$ cat config.mk
export PLATFORM = sky130hd
export DESIGN_NAME = vga_sync_decoder
export DESIGN_NICKNAME = d
export VERILOG_FILES = /design/src/rtl/vga_sync_decoder.sv
export SDC_FILE = /design/constraint.sdc
export NUM_CORES = 1
export LEC_CHECK = 0
export BUFFER_PORTS_ARGS = -buffer_cell sky130_fd_sc_hd__buf_2
export CORE_AREA = 3 3 75 77
export DETAILED_ROUTE_END_ITERATION = 8
export DIE_AREA = 0 0 78 80
export GPL_ROUTABILITY_DRIVEN = 0
export MAX_ROUTING_LAYER = met4
export PLACE_DENSITY = 0.85
export SLEW_MARGIN = 20
export SYNTH_ARGS = -nofsm -noshare
export SYNTH_HDL_FRONTEND = slang
export SYNTH_SLANG_ARGS = --single-unit
$ cat constraint.sdc
create_clock -name i_clk -period 8.3 [get_ports i_clk]
set_clock_uncertainty 0.2 [all_clocks]
set_input_delay 0.83 -clock i_clk [delete_from_list [all_inputs] [get_ports i_clk]]
set_output_delay 0.83 -clock i_clk [all_outputs]
set_load 0.01 [all_outputs]
$ cat src/rtl/vga_sync_decoder.sv
// Recovers pixel coordinates, data-enable and frame start from externally timed
// negative-polarity HS/VS, and tracks line/frame length lock against nominal timing.
module vga_sync_decoder #(
  parameter int unsigned H_ACTIVE    = 640,
  parameter int unsigned H_SYNC      = 96,
  parameter int unsigned H_BP        = 48,
  parameter int unsigned H_TOTAL     = 800,
  parameter int unsigned V_ACTIVE    = 480,
  parameter int unsigned V_SYNC      = 2,
  parameter int unsigned V_BP        = 33,
  parameter int unsigned V_TOTAL     = 525,
  parameter int unsigned LOCK_FRAMES = 2
) (
  input  logic       i_clk,
  input  logic       i_rst_n,
  input  logic       i_pix_stb,
  input  logic       i_hs,
  input  logic       i_vs,
  output logic [9:0] o_x,
  output logic [8:0] o_y,
  output logic       o_de,
  output logic       o_frame_start,
  output logic       o_locked,
  output logic       o_err
);

  localparam int unsigned CW = 10;
  localparam int unsigned XW = 10;
  localparam int unsigned YW = 9;
  localparam int unsigned LW = 3;

  localparam logic [CW-1:0] CNT_MAX  = '1;
  localparam logic [CW-1:0] H_LAST   = CW'(H_TOTAL - 1);
  localparam logic [CW-1:0] H_STALL  = CW'(H_TOTAL);
  localparam logic [CW-1:0] V_LAST   = CW'(V_TOTAL - 1);
  localparam logic [CW-1:0] H_WIN_LO = CW'(H_SYNC + H_BP);
  localparam logic [CW-1:0] H_WIN_HI = CW'(H_SYNC + H_BP + H_ACTIVE - 1);
  localparam logic [CW-1:0] V_WIN_LO = CW'(V_SYNC + V_BP - 1);
  localparam logic [CW-1:0] V_WIN_HI = CW'(V_SYNC + V_BP + V_ACTIVE - 2);
  localparam logic [LW-1:0] LOCK_N   = LW'(LOCK_FRAMES);

  logic [CW-1:0] hcnt_q, hcnt_d;
  logic [CW-1:0] vcnt_q, vcnt_d;
  logic          hs_q, hs_d;
  logic          vs_q, vs_d;
  logic          vs_armed_q, vs_armed_d;
  logic          frame_ref_q, frame_ref_d;
  logic          line_ref_q, line_ref_d;
  logic          dirty_q, dirty_d;
  logic [LW-1:0] clean_q, clean_d;
  logic          locked_q, locked_d;
  logic          err_q, err_d;
  logic          fs_q, fs_d;
  logic          de_q, de_d;
  logic [XW-1:0] x_q, x_d;
  logic [YW-1:0] y_q, y_d;

  logic hs_fall, vs_fall, line_err, tmo_err, frame_err, any_err, in_win;

  always_comb begin
    hcnt_d      = hcnt_q;
    vcnt_d      = vcnt_q;
    hs_d        = hs_q;
    vs_d        = vs_q;
    vs_armed_d  = vs_armed_q;
    frame_ref_d = frame_ref_q;
    line_ref_d  = line_ref_q;
    dirty_d     = dirty_q;
    clean_d     = clean_q;
    locked_d    = locked_q;
    err_d       = 1'b0;
    fs_d        = 1'b0;
    de_d        = de_q;
    x_d         = x_q;
    y_d         = y_q;
    hs_fall     = 1'b0;
    vs_fall     = 1'b0;
    line_err    = 1'b0;
    tmo_err     = 1'b0;
    frame_err   = 1'b0;
    any_err     = 1'b0;
    in_win      = 1'b0;

    if (i_pix_stb) begin
      hs_fall   = hs_q & ~i_hs;
      vs_fall   = vs_q & ~i_vs;
      hs_d      = i_hs;
      vs_d      = i_vs;
      line_err  = hs_fall & line_ref_q & (hcnt_q != H_LAST);
      tmo_err   = ~hs_fall & (hcnt_q == H_STALL);
      frame_err = vs_fall & frame_ref_q & (vcnt_q != V_LAST);
      any_err   = line_err | tmo_err | frame_err;

      if (hs_fall) begin
        hcnt_d     = '0;
        line_ref_d = 1'b1;
      end else if (hcnt_q != CNT_MAX) begin
        hcnt_d = hcnt_q + CW'(1);
      end

      // VS only arms; the frame origin is the HS edge that consumes the arm
      if (vs_fall) begin
        frame_ref_d = 1'b1;
        vs_armed_d  = 1'b1;
      end
      if (hs_fall && (vs_armed_q || vs_fall)) begin
        vcnt_d     = '0;
        vs_armed_d = 1'b0;
        fs_d       = 1'b1;
      end else if (hs_fall && (vcnt_q != CNT_MAX)) begin
        vcnt_d = vcnt_q + CW'(1);
      end

      if (any_err) begin
        clean_d  = '0;
        locked_d = 1'b0;
      end else if (vs_fall && frame_ref_q && !dirty_q && (clean_q != LOCK_N)) begin
        clean_d = clean_q + LW'(1);
      end
      if (!any_err && (clean_d == LOCK_N)) locked_d = 1'b1;

      // an error on the VS edge itself is charged to the frame that just ended
      if (vs_fall)      dirty_d = 1'b0;
      else if (any_err) dirty_d = 1'b1;
      err_d = any_err;

      in_win = locked_d && (hcnt_d >= H_WIN_LO) && (hcnt_d <= H_WIN_HI) &&
               (vcnt_d >= V_WIN_LO) && (vcnt_d <= V_WIN_HI);
      de_d   = in_win;
      x_d    = in_win ? XW'(hcnt_d - H_WIN_LO) : '0;
      y_d    = in_win ? YW'(vcnt_d - V_WIN_LO) : '0;
    end
  end

  always_ff @(posedge i_clk or negedge i_rst_n) begin
    if (!i_rst_n) begin
      hcnt_q      <= '0;
      vcnt_q      <= '0;
      hs_q        <= 1'b1;
      vs_q        <= 1'b1;
      vs_armed_q  <= 1'b0;
      frame_ref_q <= 1'b0;
      line_ref_q  <= 1'b0;
      dirty_q     <= 1'b0;
      clean_q     <= '0;
      locked_q    <= 1'b0;
      err_q       <= 1'b0;
      fs_q        <= 1'b0;
      de_q        <= 1'b0;
      x_q         <= '0;
      y_q         <= '0;
    end else begin
      hcnt_q      <= hcnt_d;
      vcnt_q      <= vcnt_d;
      hs_q        <= hs_d;
      vs_q        <= vs_d;
      vs_armed_q  <= vs_armed_d;
      frame_ref_q <= frame_ref_d;
      line_ref_q  <= line_ref_d;
      dirty_q     <= dirty_d;
      clean_q     <= clean_d;
      locked_q    <= locked_d;
      err_q       <= err_d;
      fs_q        <= fs_d;
      de_q        <= de_d;
      x_q         <= x_d;
      y_q         <= y_d;
    end
  end

  assign o_x           = x_q;
  assign o_y           = y_q;
  assign o_de          = de_q;
  assign o_frame_start = fs_q;
  assign o_locked      = locked_q;
  assign o_err         = err_q;

endmodule
Word-level counts from Yosys, hierarchy flattened
Cells that the tools add are included.

Register bits after elaboration: 52. Output and inout port bits: 23. Word-level logic and storage cells: 83.

Add/subtract/negate cells: 5. Order comparisons: 4. Equality and inequality tests: 7. Multiplexer cells: 21. Bitwise logic cells: 12. Reductions and logical operators: 19.

Operators with widths (count): $mux 10 (7); $ne 10x10->1 const B (4); $add 10x1->10 const B (2); $le 10x10->1 const B (2); $eq 10x10->1 const B (1); $ge 10x6->1 const B (1); $ge 10x8->1 const B (1); $logic_and 1x1->1 (10); $mux 1 (10); $sub 10x8->10 const B (1); $mux 3 (3); $mux 9 (1); $sub 9x6->9 const B (1); $reduce_and 2->1 (4); $and 1x1->1 (7); $reduce_bool 2->1 (2); $add 3x1->3 const B (1); $eq 3x2->1 const B (1); $ne 3x2->1 const B (1); $not 1->1 (3); $logic_not 1->1 (2); $or 1x1->1 (2); $logic_or 1x1->1 (1).

Logic depth before layout (Yosys ltp)
Depth after elaboration: 17. Gate-level depth with buffers: 14. Depth with buffers taken out: 13.

Worst setup path before layout
No wires, ideal clock.

Path kind: flip-flop to flip-flop. Start: reg hcnt_q[0]. End: reg de_q, in the netlist o_de. Setup time: 0.132 ns. Arrival time: 2.981 ns. Data required time: 7.968 ns. Setup slack: 4.987 ns. Stages on the path, launching flop included: 13. Buffers on the path: 1. Period minus slack after synthesis: 3.313 ns. Cells stage by stage: dfrtp_1 -> ha_1 -> and2_0 -> nand3_2 -> and3_1 -> o21ai_0 -> ha_1 -> a21oi_1 -> or3_1 -> o2111a_2 -> nand2_4 -> buf_12 -> o21ai_2.

Cells in the longest elaborated chain, start to end: 14.

Ends and longest elaborated chain: from (decl) (RTL line 42) `logic [CW-1:0] hcnt_q, hcnt_d;`; from (signal assigned) (RTL line 153) `hcnt_q <= hcnt_d;`; branches (longest 11 deep; another with $add 10x1->10); $logic_and 1x1->1 * (2 in a row) (RTL line 127) `in_win = locked_d && (hcnt_d >= H_WIN_LO) && (hcnt_d <= H_WIN_HI) &&`; $logic_and 1x1->1 * (RTL line 128) `(vcnt_d >= V_WIN_LO) && (vcnt_d <= V_WIN_HI);`; to (signal assigned) (RTL line 149) `de_q <= 1'b0;`; to (signal assigned) (RTL line 165) `de_q <= de_d;`; to (decl) (RTL line 54) `logic de_q, de_d;`.

Every way passes the cells marked *. The select of a mux whose other input is x is not followed. A chain may end at the register's enable or synchronous reset.

Worst setup path in the final report
Start: reg hcnt_q[0]. End: reg x_q[7], in the netlist o_x[7].

Cells in the longest elaborated chain, start to end: 15.

Ends and longest elaborated chain: branches (longest 14 deep; another with $add 10x1->10); $mux 10 * (RTL line 130) `x_d = in_win ? XW'(hcnt_d - H_WIN_LO) : '0;`; to (signal assigned) (RTL line 150) `x_q <= '0;`; to (signal assigned) (RTL line 166) `x_q <= x_d;`; to (decl) (RTL line 55) `logic [XW-1:0] x_q, x_d;`.

Marks and branches as above.

==> metrics <==
status=finished, final reports clean; Startpoint Class=flop; Reg power frac=49.7%; CTS-repair resized insts=0; Post-Syn Nets=337; TNS Setup=0 ns; hold buffers post-CTS=0; # DRC=0; max-cap violation count=0; hold depth=1; synth unique cells=80; Peak VDD IR=121 uV; Starting Density=64.4%; NetSw=0.185 mW; Synth area leader=dfrtp_1; crit end category=flop; Core Rows=26; CP arrival=3.84 ns; vias in the first global route=2,605; die area=0.00624 sq mm; wire per inst=17.9 um; switching portion of total power=31.3%; Worst R2R Start=hcnt_q[0]; clk root buf=clkbuf_8; synth-to-layout area growth=8.04%; Ant. Diodes=0; CP max FO=17; H-tree Lvls=2; top-count cell post-synth=dfrtp_1; IO Count=28; WHS=0.293 ns; R2R depth=11; number of synthesized flops with an enable pin=0; fin crit period=3.88 ns; initial antenna violation count=0; Gate power share=20.7%; Max-slew headroom=52.0%; Worst Hold Path EP=o_y[6]; critical path class=flop to flop; first-pass GRT wire length=12.6 mm; DIE HEIGHT=80 um; Bufs on Longest Clock Path=2; Worst Hold Class=flop to flop; Synth Flop Type=dfrtp_1; synth cell count leaders=dfrtp_1, nand2_1, nor2_1; die width=78 um; setup bufs post-CTS=0; WL final=7.42 mm; CTS tree=built; grt total ovfl=0; share of layout cells above drive strength 1=25.9%; register bit count reported by yosys=52; Final HPWL DP=5.18 mm; largest net degree at the start of global routing=53; Worst-Skew Late Latency=0.31 ns; final setup violation count=0; DR pass1 iterations=5; fin crit share=46.7%; Pins Over Slew Limit=0; ys async rst share=100%; number of routed nets with antenna violations=0; clk slew on worst S/H paths=0.10 ns; RSZ-0062 raised after global routing=no; Synth top area share=38.3%; Mean Syn Cell Area=10.2 sq um; via count=2,674; FF-to-FF End=o_x[7]; Reg2Reg Setup Slack=4.42 ns; Max Clk Rate=258 MHz; Final Hold Vio Count=0; CTS Sinks=52; power per cell area=167 mW/mm^2; cell count after synthesis=322; Final WS setup=4.42 ns; clock share of power=29.6%; synth top area cells=dfrtp_1, o2bb2ai_2, mux2_2; sequential fraction of the synthesis area=39.9%; Leak=1.58 nW; Slew @ Worst Pin=0.715 ns; cell-internal power=0.406 mW; total design power=0.590 mW; port bufs=27; hold_sp=o_y[6]; Via-to-Cell Ratio=6.46; TritonCTS Buffers=5; Core ar.=0.00507 sq mm; All-Layer GR Usage=26.4%; # nets final=358; initial detailed-routing violation count=220; pre-CTS WS=4.55 ns; WP data required=8.26 ns; Ys Warns=0; cell area after synthesis=0.00327 sq mm
## worst max-delay path, stage by stage (launching register included)
cell	delay (ns)
dfrtp_1	0.50
ha_1	0.31
and2_0	0.36
nand3_2	0.20
and3_1	0.22
o21ai_0	0.51
ha_1	0.35
a21oi_1	0.08
or3_1	0.31
o2111a_2	0.31
nand2_4	0.23
o32ai_2	0.14
## state kept, by name, summed over array words and instances (netlist names), 3 cells and up
name / count
clean_q: 3
o_y: 9
vcnt_q: 10
hcnt_q: 10
o_x: 10
## routing by layer
metal,vias up,part of all wire [%],GRT usage [%]
li1,1254,-,-
met1,1267,44,34.9
met2,132,46,41.4
met3,21,8.4,5.08
met4,0,1.7,8.39
met5,-,0,-
## stage by stage
step / utilization [%] / instance area [sq um] / cells
3_3_place_gp: 67.5 / 3420 / 406
5_1_grt: 69.6 / 3530 / 414
2_1_floorplan: - / 3270 / 322
4_1_cts: 69.6 / 3530 / 414
3_5_place_dp: 67.5 / 3420 / 406
6_report: 69.6 / 3530 / 414
## cells in the final DEF (no fill, tap or decap), types with 3 or more instances in the layout
master,count
nor2_1,17
nand4_1,3
nor2b_1,4
a31oi_1,10
buf_2,27
xor2_1,5
nand2_1,24
nand3_1,7
nand2b_1,4
mux2i_1,3
a21oi_1,13
dfrtp_1,50
o2bb2ai_1,5
o31ai_1,3
clkbuf_8,5
a41oi_1,3
o21ai_0,14
xnor2_1,7
or2_2,5
inv_1,14
o211ai_1,5
ha_1,10
and3_1,5
mux2_2,12
nor3_1,5
a32o_1,3
o2bb2ai_2,9
## worst max path at each step
| stage | startpoint | end | slack, ns | cells past startpoint |
|---|---|---|---|---|
| detailed placement | hcnt_q[0] | o_y[5] | 4.55 | 11 |
| floorplan | hcnt_q[0] | o_de | 4.99 | 12 |
| global placement | hcnt_q[0] | o_y[5] | 4.73 | 11 |
| global route | hcnt_q[0] | o_y[5] | 4.19 | 11 |
| CTS | hcnt_q[0] | o_x[7] | 4.48 | 11 |
| finish | hcnt_q[0] | o_x[7] | 4.42 | 11 |
## area by class of cell
| cell class | instances | area [sq um] |
|---|---|---|
| inverters | 15 | 56.3 |
| fillers | 418 | 1540 |
| clock buffers | 6 | 72.6 |
| flip-flops and latches | 52 | 1300 |
| multi-input cells | 240 | 1830 |
| clock inverters | 2 | 35.0 |
| well taps | 70 | 87.6 |
| repair buffers | 29 | 150 |
## cell families after synthesis
family                   Yosys count  synth area share (%)
AND/OR/NAND/NOR                  106                  18.9
AO/OA/AOI/OAI                     96                  24.2
flip-flops                        52                  39.9
buffers and inverters             30                  4.25
multiplexers                      16                  5.74
XOR/XNOR                          12                  3.21
adder cells (fa/ha/maj)           10                  3.83
## power by group through the flow
stage	clock (mW)	combinational, mW	sequential (mW)
after global routing	0.190	0.135	0.297
after floorplan	0	0.0931	0.289
after detailed placement	0	0.120	0.297
after CTS	0.178	0.121	0.292
final	0.174	0.122	0.294
after global placement	0	0.116	0.296
Power figures use the tool's default switching activity.
